File: src/rtl/instr_fetch.sv
// Instruction fetch front end: walks the fetch PC over the instruction ROM and
// buffers {pc, instr} pairs in a small prefetch queue ahead of decode.
module instr_fetch #(
    parameter int unsigned DATA_WIDTH  = 32,
    parameter int unsigned ADDR_WIDTH  = 8,
    parameter int unsigned RESET_PC    = 0,
    parameter int unsigned QUEUE_DEPTH = 2
) (
    input  logic                  i_clk,
    input  logic                  i_rst,
    output logic [ADDR_WIDTH-1:0] o_rom_addr,
    input  logic [DATA_WIDTH-1:0] i_rom_data,
    output logic                  o_valid,
    input  logic                  i_ready,
    output logic [DATA_WIDTH-1:0] o_instr,
    output logic [ADDR_WIDTH+1:0] o_pc,
    input  logic                  i_redirect,
    input  logic [ADDR_WIDTH+1:0] i_redirect_pc,
    output logic                  o_misalign
);

    localparam int unsigned PC_W  = ADDR_WIDTH + 2;
    localparam int unsigned PTR_W = (QUEUE_DEPTH > 1) ? $clog2(QUEUE_DEPTH) : 1;
    localparam int unsigned CNT_W = $clog2(QUEUE_DEPTH + 1);
    localparam logic [CNT_W-1:0] DEPTH_C = CNT_W'(QUEUE_DEPTH);
    localparam logic [PC_W-1:0]  RST_PC  = PC_W'(RESET_PC);

    logic [PC_W-1:0]       fpc;
    logic [PTR_W-1:0]      wr_ptr;
    logic [PTR_W-1:0]      rd_ptr;
    logic [CNT_W-1:0]      count;
    logic [PC_W-1:0]       pc_q    [QUEUE_DEPTH];
    logic [DATA_WIDTH-1:0] instr_q [QUEUE_DEPTH];
    logic                  pop;
    logic                  push;

    always_comb begin
        pop  = (count != '0) && i_ready;
        push = !i_redirect && ((count < DEPTH_C) || pop);
    end

    always_ff @(posedge i_clk) begin
        if (i_rst) begin
            fpc        <= RST_PC;
            wr_ptr     <= '0;
            rd_ptr     <= '0;
            count      <= '0;
            o_misalign <= 1'b0;
        end else if (i_redirect) begin
            // Flush discards any same-cycle handshake along with the queue.
            fpc        <= {i_redirect_pc[PC_W-1:2], 2'b00};
            wr_ptr     <= '0;
            rd_ptr     <= '0;
            count      <= '0;
            o_misalign <= |i_redirect_pc[1:0];
        end else begin
            o_misalign <= 1'b0;
            if (push) begin
                wr_ptr <= wr_ptr + 1'b1;
                fpc    <= fpc + PC_W'(4);
            end
            if (pop) begin
                rd_ptr <= rd_ptr + 1'b1;
            end
            case ({push, pop})
                2'b10:   count <= count + 1'b1;
                2'b01:   count <= count - 1'b1;
                default: count <= count;
            endcase
        end
    end

    // Payload storage needs no reset: outputs are masked while the queue is empty.
    always_ff @(posedge i_clk) begin
        if (!i_rst && push) begin
            pc_q[wr_ptr]    <= fpc;
            instr_q[wr_ptr] <= i_rom_data;
        end
    end

    always_comb begin
        o_rom_addr = fpc[PC_W-1:2];
        o_valid    = (count != '0);
        o_instr    = o_valid ? instr_q[rd_ptr] : '0;
        o_pc       = o_valid ? pc_q[rd_ptr]    : '0;
    end

endmodule

File: config.mk
export PLATFORM = sky130hd
export DESIGN_NAME = instr_fetch
export DESIGN_NICKNAME = d
export VERILOG_FILES = /design/src/rtl/instr_fetch.sv
export SDC_FILE = /design/constraint.sdc
export NUM_CORES = 1
export LEC_CHECK = 0
export CORE_ASPECT_RATIO = 1.5
export CORE_MARGIN = 2
export CORE_UTILIZATION = 44
export DETAILED_ROUTE_END_ITERATION = 16
export PLACE_DENSITY = 0.76
export SLEW_MARGIN = 40
export SYNTH_ARGS = -nofsm -noshare
export SYNTH_HDL_FRONTEND = slang
export SYNTH_SLANG_ARGS = --single-unit
File: constraint.sdc
create_clock -name i_clk -period 2.65 [get_ports i_clk]
set_clock_uncertainty 0.15 [all_clocks]
set_input_delay 0.265 -clock i_clk [delete_from_list [all_inputs] [get_ports i_clk]]
set_output_delay 0.265 -clock i_clk [all_outputs]
set_load 0.005 [all_outputs]
==> results of run 1 <==
==> sequential cells by signal, indices dropped and copies added, names as in the netlist, named ones only <==
signal      count
instr_q        64
pc_q           16
fpc             8
count           2
o_misalign      1
rd_ptr          1
wr_ptr          1
==> final timing paths <==
check,endpoint,slack (ns),cells after the start
min,instr_q[1][13],0.37,1
max reg2reg,count[1],0.89,6
min reg2reg,pc_q[0][9],0.39,0
max,o_instr[7],0.43,4
==> power by group <==
group	switching [W]	leakage (nW)	internal, W
sequential	0.0000303	0.855	0.00166
clock	0.000459	0.142	0.000745
combinational	0.000129	0.713	0.000189
==> synthesized netlist by cell type, drive strengths merged <==
| master | number |
|---|---|
| mux2i | 42 |
| and2 | 1 |
| and3 | 3 |
| mux2 | 1 |
| clkbuf | 6 |
| dfxtp | 14 |
| nand2b | 1 |
| ha | 2 |
| o21a | 5 |
| o22ai | 1 |
| edfxtp | 80 |
| a21oi | 6 |
| xnor2 | 9 |
| conb | 1 |
| nand2 | 2 |
| nor2 | 47 |
| or2b | 1 |
| xor2 | 3 |
| nor3 | 5 |
| nand3 | 1 |
| buf | 9 |
| inv | 6 |
| nor3b | 2 |
| nand4 | 4 |
==> worst max-delay path: stages (launching register included) <==
cell and delay [ns]:
dfxtp_1 0.44, nor2_4 0.07, buf_4 0.25, nor2_1 0.18, clkdlybuf4s50_1 0.53
==> placed cells by master (no fill, tap or decap), types with 2 or more instances in the layout <==
master,Yosys,layout
a21oi_1,6,6
and3_1,2,2
buf_12,0,2
buf_4,6,5
clkbuf_1,6,4
clkbuf_16,0,10
clkbuf_8,0,2
clkdlybuf4s50_1,0,95
conb_1,1,2
dfxtp_1,14,13
edfxtp_1,80,80
ha_1,2,2
inv_1,5,5
mux2i_1,42,42
nand2_1,2,2
nand4_1,4,4
nor2_1,46,45
nor2_4,0,2
nor3_1,5,5
o21a_1,5,5
xnor2_1,9,9
xor2_1,3,3
==> through the flow <==
| stage | hold WS, ns | total power, W |
|---|---|---|
| final | 0.370 | 0.00322 |
| after global routing | 0.350 | 0.00335 |
| after CTS | 0.355 | 0.00326 |
| after detailed placement | 0.385 | 0.00205 |
| after global placement | 0.374 | 0.00204 |
| after floorplan | 0.214 | 0.00185 |
==> cell families (layout without fill, tap and decap cells) <==
kind of cell    count (synthesis)  after routing  synth area share (%)
other cells                     1              2                 0.100
xor+xnor                       12             12                  2.81
mux                            43             43                  11.5
simple gates                   67             67                  8.20
flops                          94             94                  71.7
compound gates                 12             12                  1.97
fa+ha+maj                       2              2                 0.669
buf+inv                        21            124                  2.98
==> routing by layer <==
metal  routed length [µm]  share of wire, %  global-route usage, %  vias to the layer above
met1                 2480                36                   16.7                     1089
met3                  221               3.2                   3.37                       10
met4                  172               2.5                   8.62                        0
met2                 3940                58                   29.2                       60
li1                     -                 -                      -                     1097
met5                    0                 0                      0                        -
==> area by class of cell <==
| cell class | count | share of cell area, % |
|---|---|---|
| clock buffer | 16 | 5.71 |
| multi-input combinational | 138 | 18.8 |
| timing repair buffer | 102 | 20.1 |
| tap | 107 | 2.61 |
| sequential | 94 | 52.4 |
| inverter | 6 | 0.440 |
==> impl_metrics.ini, run 1 <==
[global_routing]
grt_max_degree = 41
track_usage_pct = 15.8
grt_pass1_vias = 2291
antenna_found_initial = 0
grt_pass1_wl_um = 10800
overflow = 0

[worst_setup_path]
cp.required_ns = 2.24
cp_data_arrival_time_ns = 1.80
crit_path_start = count[1]
critPathMaxFanout = 40
path_class = flop to output port
r2r_start = count[1]
crit_path_start_kind = flop
crit_path_end_kind = output port

[routing]
drc = 0
viasPerCell = 4.87
via_count = 2256
wirelength_um = 6810
drt_first_pass_iters = 4
drtIter0Drc = 65
wl_per_cell_um = 14.7
ant_nets = 0

[placement]
io_buffers = 95
place.gp.congestion = 0.772
post-dp-hpwl_um = 4720
place_inst = 447
dp_slack_ns = 0.471
placed_cell_area_um2 = 4830

[synthesis]
syn_inst = 252
yosysUniqueCellTypes = 30
synth_area_leaders = edfxtp_1 64%, mux2i_1 11%, dfxtp_1 7.5%
yosys.area.top_type = edfxtp_1
ys_warn_count = 0
synth_seq_cells = 94
avgSynthCellArea_um2 = 14.8
synth.top_cell.area_share_pct = 64.2
synth_area_um2 = 3740
seq_area_frac_synth_pct = 71.7

[final_layout]
final_util_pct = 61.7
regArea_um2 = 2680
syn_to_final_growth_pct = 37.0
antenna_cells = 0
multi_input_area_um2 = 962
design_area_um2 = 5120
nFillCells = 667
fin_nets = 399
layout-drive-gt1-share_pct = 7.58
fin_cells = 463

[pwr]
power.leakage_nw = 1.71
power.density_nw_per_um2 = 628
irDropWorstVdd_uv = 397

[outcome]
status = finished, final reports clean

[cts]
cts_hold_buf = 0
clk_latency_ns = 0.32
cts_tree = yes
cts.path.max_buffers = 2
htree_levels = 3
cts_root_buffer = clkbuf_16
cts_setup_buffers = 0
clkTransAtPathRegs_ns = 0.06
clkSinkCount = 94
cts.repair.resized = 0
numCtsBuffers = 9

[die]
die_w_um = 79.3
rows = 41
start_util_pct = 45.0
ioPinCount = 98
dieArea_um2 = 9270
core_area_um2 = 8310
die_height_um = 117

[min_path]
hold_class = input port to flop
hp-start = i_rom_data[13]

[timing]
setup-tns-final_ns = 0
fmax_mhz = 451
period_needed_ns = 2.22
final_max_slew_viol_count = 0
min_period_over_period_pct = 83.7
setup_viol = 0
rsz0062_at_grt = no
final-hold-violation-count = 0
fin_ws_ns = 0.433

[run]
maxCapViolCount = 0
No activity file was read; power rests on OpenSTA's default activity.
==> inputs of run 2 (changes only) <==
Settings changed: CORE_UTILIZATION 44 to 48, PLACE_DENSITY 0.76 to 0.79.
Clock period 2.65 ns to 2.3 ns, I/O delays scaled along.
==> impl_metrics.ini, run 2 (same netlist as run 1, synthesis figures left out) <==
[global_routing]
overflow = 0
met2_usage_pct = 33.0
top_usage_layer = met2
grt_pass1_wl_um = 11900
grt_max_degree = 41
grt_pass1_vias = 2456
track_usage_pct = 18.5
grtUsageMet3_pct = 4.74
antenna_found_initial = 0
met1_usage_pct = 19.7

[outcome]
status = finished, final reports clean

[final_layout]
reg.largest.list = instr_q (64), pc_q (16), fpc (8)
layout_commonest_cell = clkdlybuf4s50_1
syn_to_final_growth_pct = 36.6
multi_input_area_um2 = 962
nFillCells = 559
layout-drive-gt1-share_pct = 7.56
regArea_um2 = 2680
largest_register = instr_q
fin_nets = 400
layout_common_cells = 95 x clkdlybuf4s50_1, 80 x edfxtp_1, 45 x nor2_1
largest_reg_flops = 64
antenna_cells = 0
design_area_um2 = 5110

[timing]
period_needed_ns = 2.20
fmax_mhz = 454
whs_ns = 0.326
final_max_slew_viol_count = 0
final-hold-violation-count = 0
min_period_over_period_pct = 95.8
setup_viol = 0
setup-tns-final_ns = 0
rsz0062_at_grt = no

[cts]
cts_hold_buf = 0
htree_levels = 3
cts_root_buffer = clkbuf_16
numCtsBuffers = 9
cts_tree = yes
clkTransAtPathRegs_ns = 0.06
clk_latency_ns = 0.33
cts.path.max_buffers = 2
clkSinkCount = 94
cts_setup_buffers = 0
cts.repair.resized = 0

[worst_setup_path]
reg2reg_depth = 8
crit_path_start_kind = flop
worstSetupPathDepth = 4
cp_top_family = buffers and inverters
path_class = flop to output port
cpPeakStageDelay_ns = 0.48
r2r_start = count[1]
path_cells = buf_12, mux2i_1, nor2_1, clkdlybuf4s50_1
cp_slowest_cell = clkdlybuf4s50_1
cp_data_arrival_time_ns = 1.82
worst-path-buf-inv = 2
crit_path_end_kind = output port
critPathMaxFanout = 40
cp.required_ns = 1.92

[placement]
post-dp-hpwl_um = 4970
place.gp.congestion = 0.762
placed_cell_area_um2 = 4830
io_buffers = 95

[routing]
drc = 0
ant_nets = 0
via_count = 2301
wirelength_um = 7390
viasPerCell = 5.01
drt_first_pass_iters = 4
wl_per_cell_um = 16.1
drtIter0Drc = 189

[die]
rows = 39
die_height_um = 112
dieArea_um2 = 8530
start_util_pct = 49.1
die_w_um = 76.1
ioPinCount = 98
core_area_um2 = 7610

[min_path]
hold_class = input port to flop
hp-start = i_rom_data[30]
min_delay_path_depth = 1

[pwr]
power.leakage_nw = 1.70
irDropWorstVdd_uv = 504
total_power_w = 0.00368
power.density_nw_per_um2 = 720

[run]
maxCapViolCount = 0
[run 2: changes by cell type in the layout (fill, tap and decap cells not counted), sizes merged]
cell / previous run / this run
buf: 7 / 8
clkbuf: 16 / 15
clkinv: 0 / 1
[run 2: final timing paths]
| kind | endpoint | slack, ns |
|---|---|---|
| worst max register to register | count[1] | 0.65 |
| worst min register to register | pc_q[1][6] | 0.38 |
| worst min-delay path | instr_q[1][30] | 0.33 |
| worst max-delay path | o_pc[2] | 0.1 |
[run 2: metal layers]
layer	part of all wire [%]	wire length, µm
met5	0	0
met4	3.7	271
met3	3.9	290
met2	56	4110
met1	37	2720
[run 2: area by class of cell]
class | count | share of cell area [%]
clock inverters | 1 | 0.0735
multi-input cells | 138 | 18.8
well taps | 102 | 2.50
flip-flops and latches | 94 | 52.5
clock buffers | 15 | 5.24
inverters | 6 | 0.441
repair buffers | 103 | 20.4
[run 2: per-stage QoR]
| step | util (%) | setup WS (ns) | instances |
|---|---|---|---|
| global route | 67.1 | 0.0288 | 459 |
| floorplan | - | 0.0699 | 253 |
| detailed placement | 63.5 | 0.311 | 443 |
| CTS | 67.0 | 0.0376 | 459 |
| finish | 67.1 | 0.0966 | 459 |
| global placement | 63.5 | 0.365 | 443 |
[run 2: worst register-to-register path, delay by kind of cell (launching register included)]
family                     cells  cell delay (ns)
and+or+nand+nor                4             0.50
xor gates and xnor gates       2             0.30
DFF                            1             0.36
adders and majority gates      1             0.22
buffers and inverters          1             0.05
[run 2: power breakdown]
part | internal, W | total (W) | switching, W | leakage (nW)
combinational | 0.000220 | 0.000375 | 0.000155 | 0.719
clock | 0.000790 | 0.00135 | 0.000558 | 0.132
sequential | 0.00192 | 0.00195 | 0.0000354 | 0.855
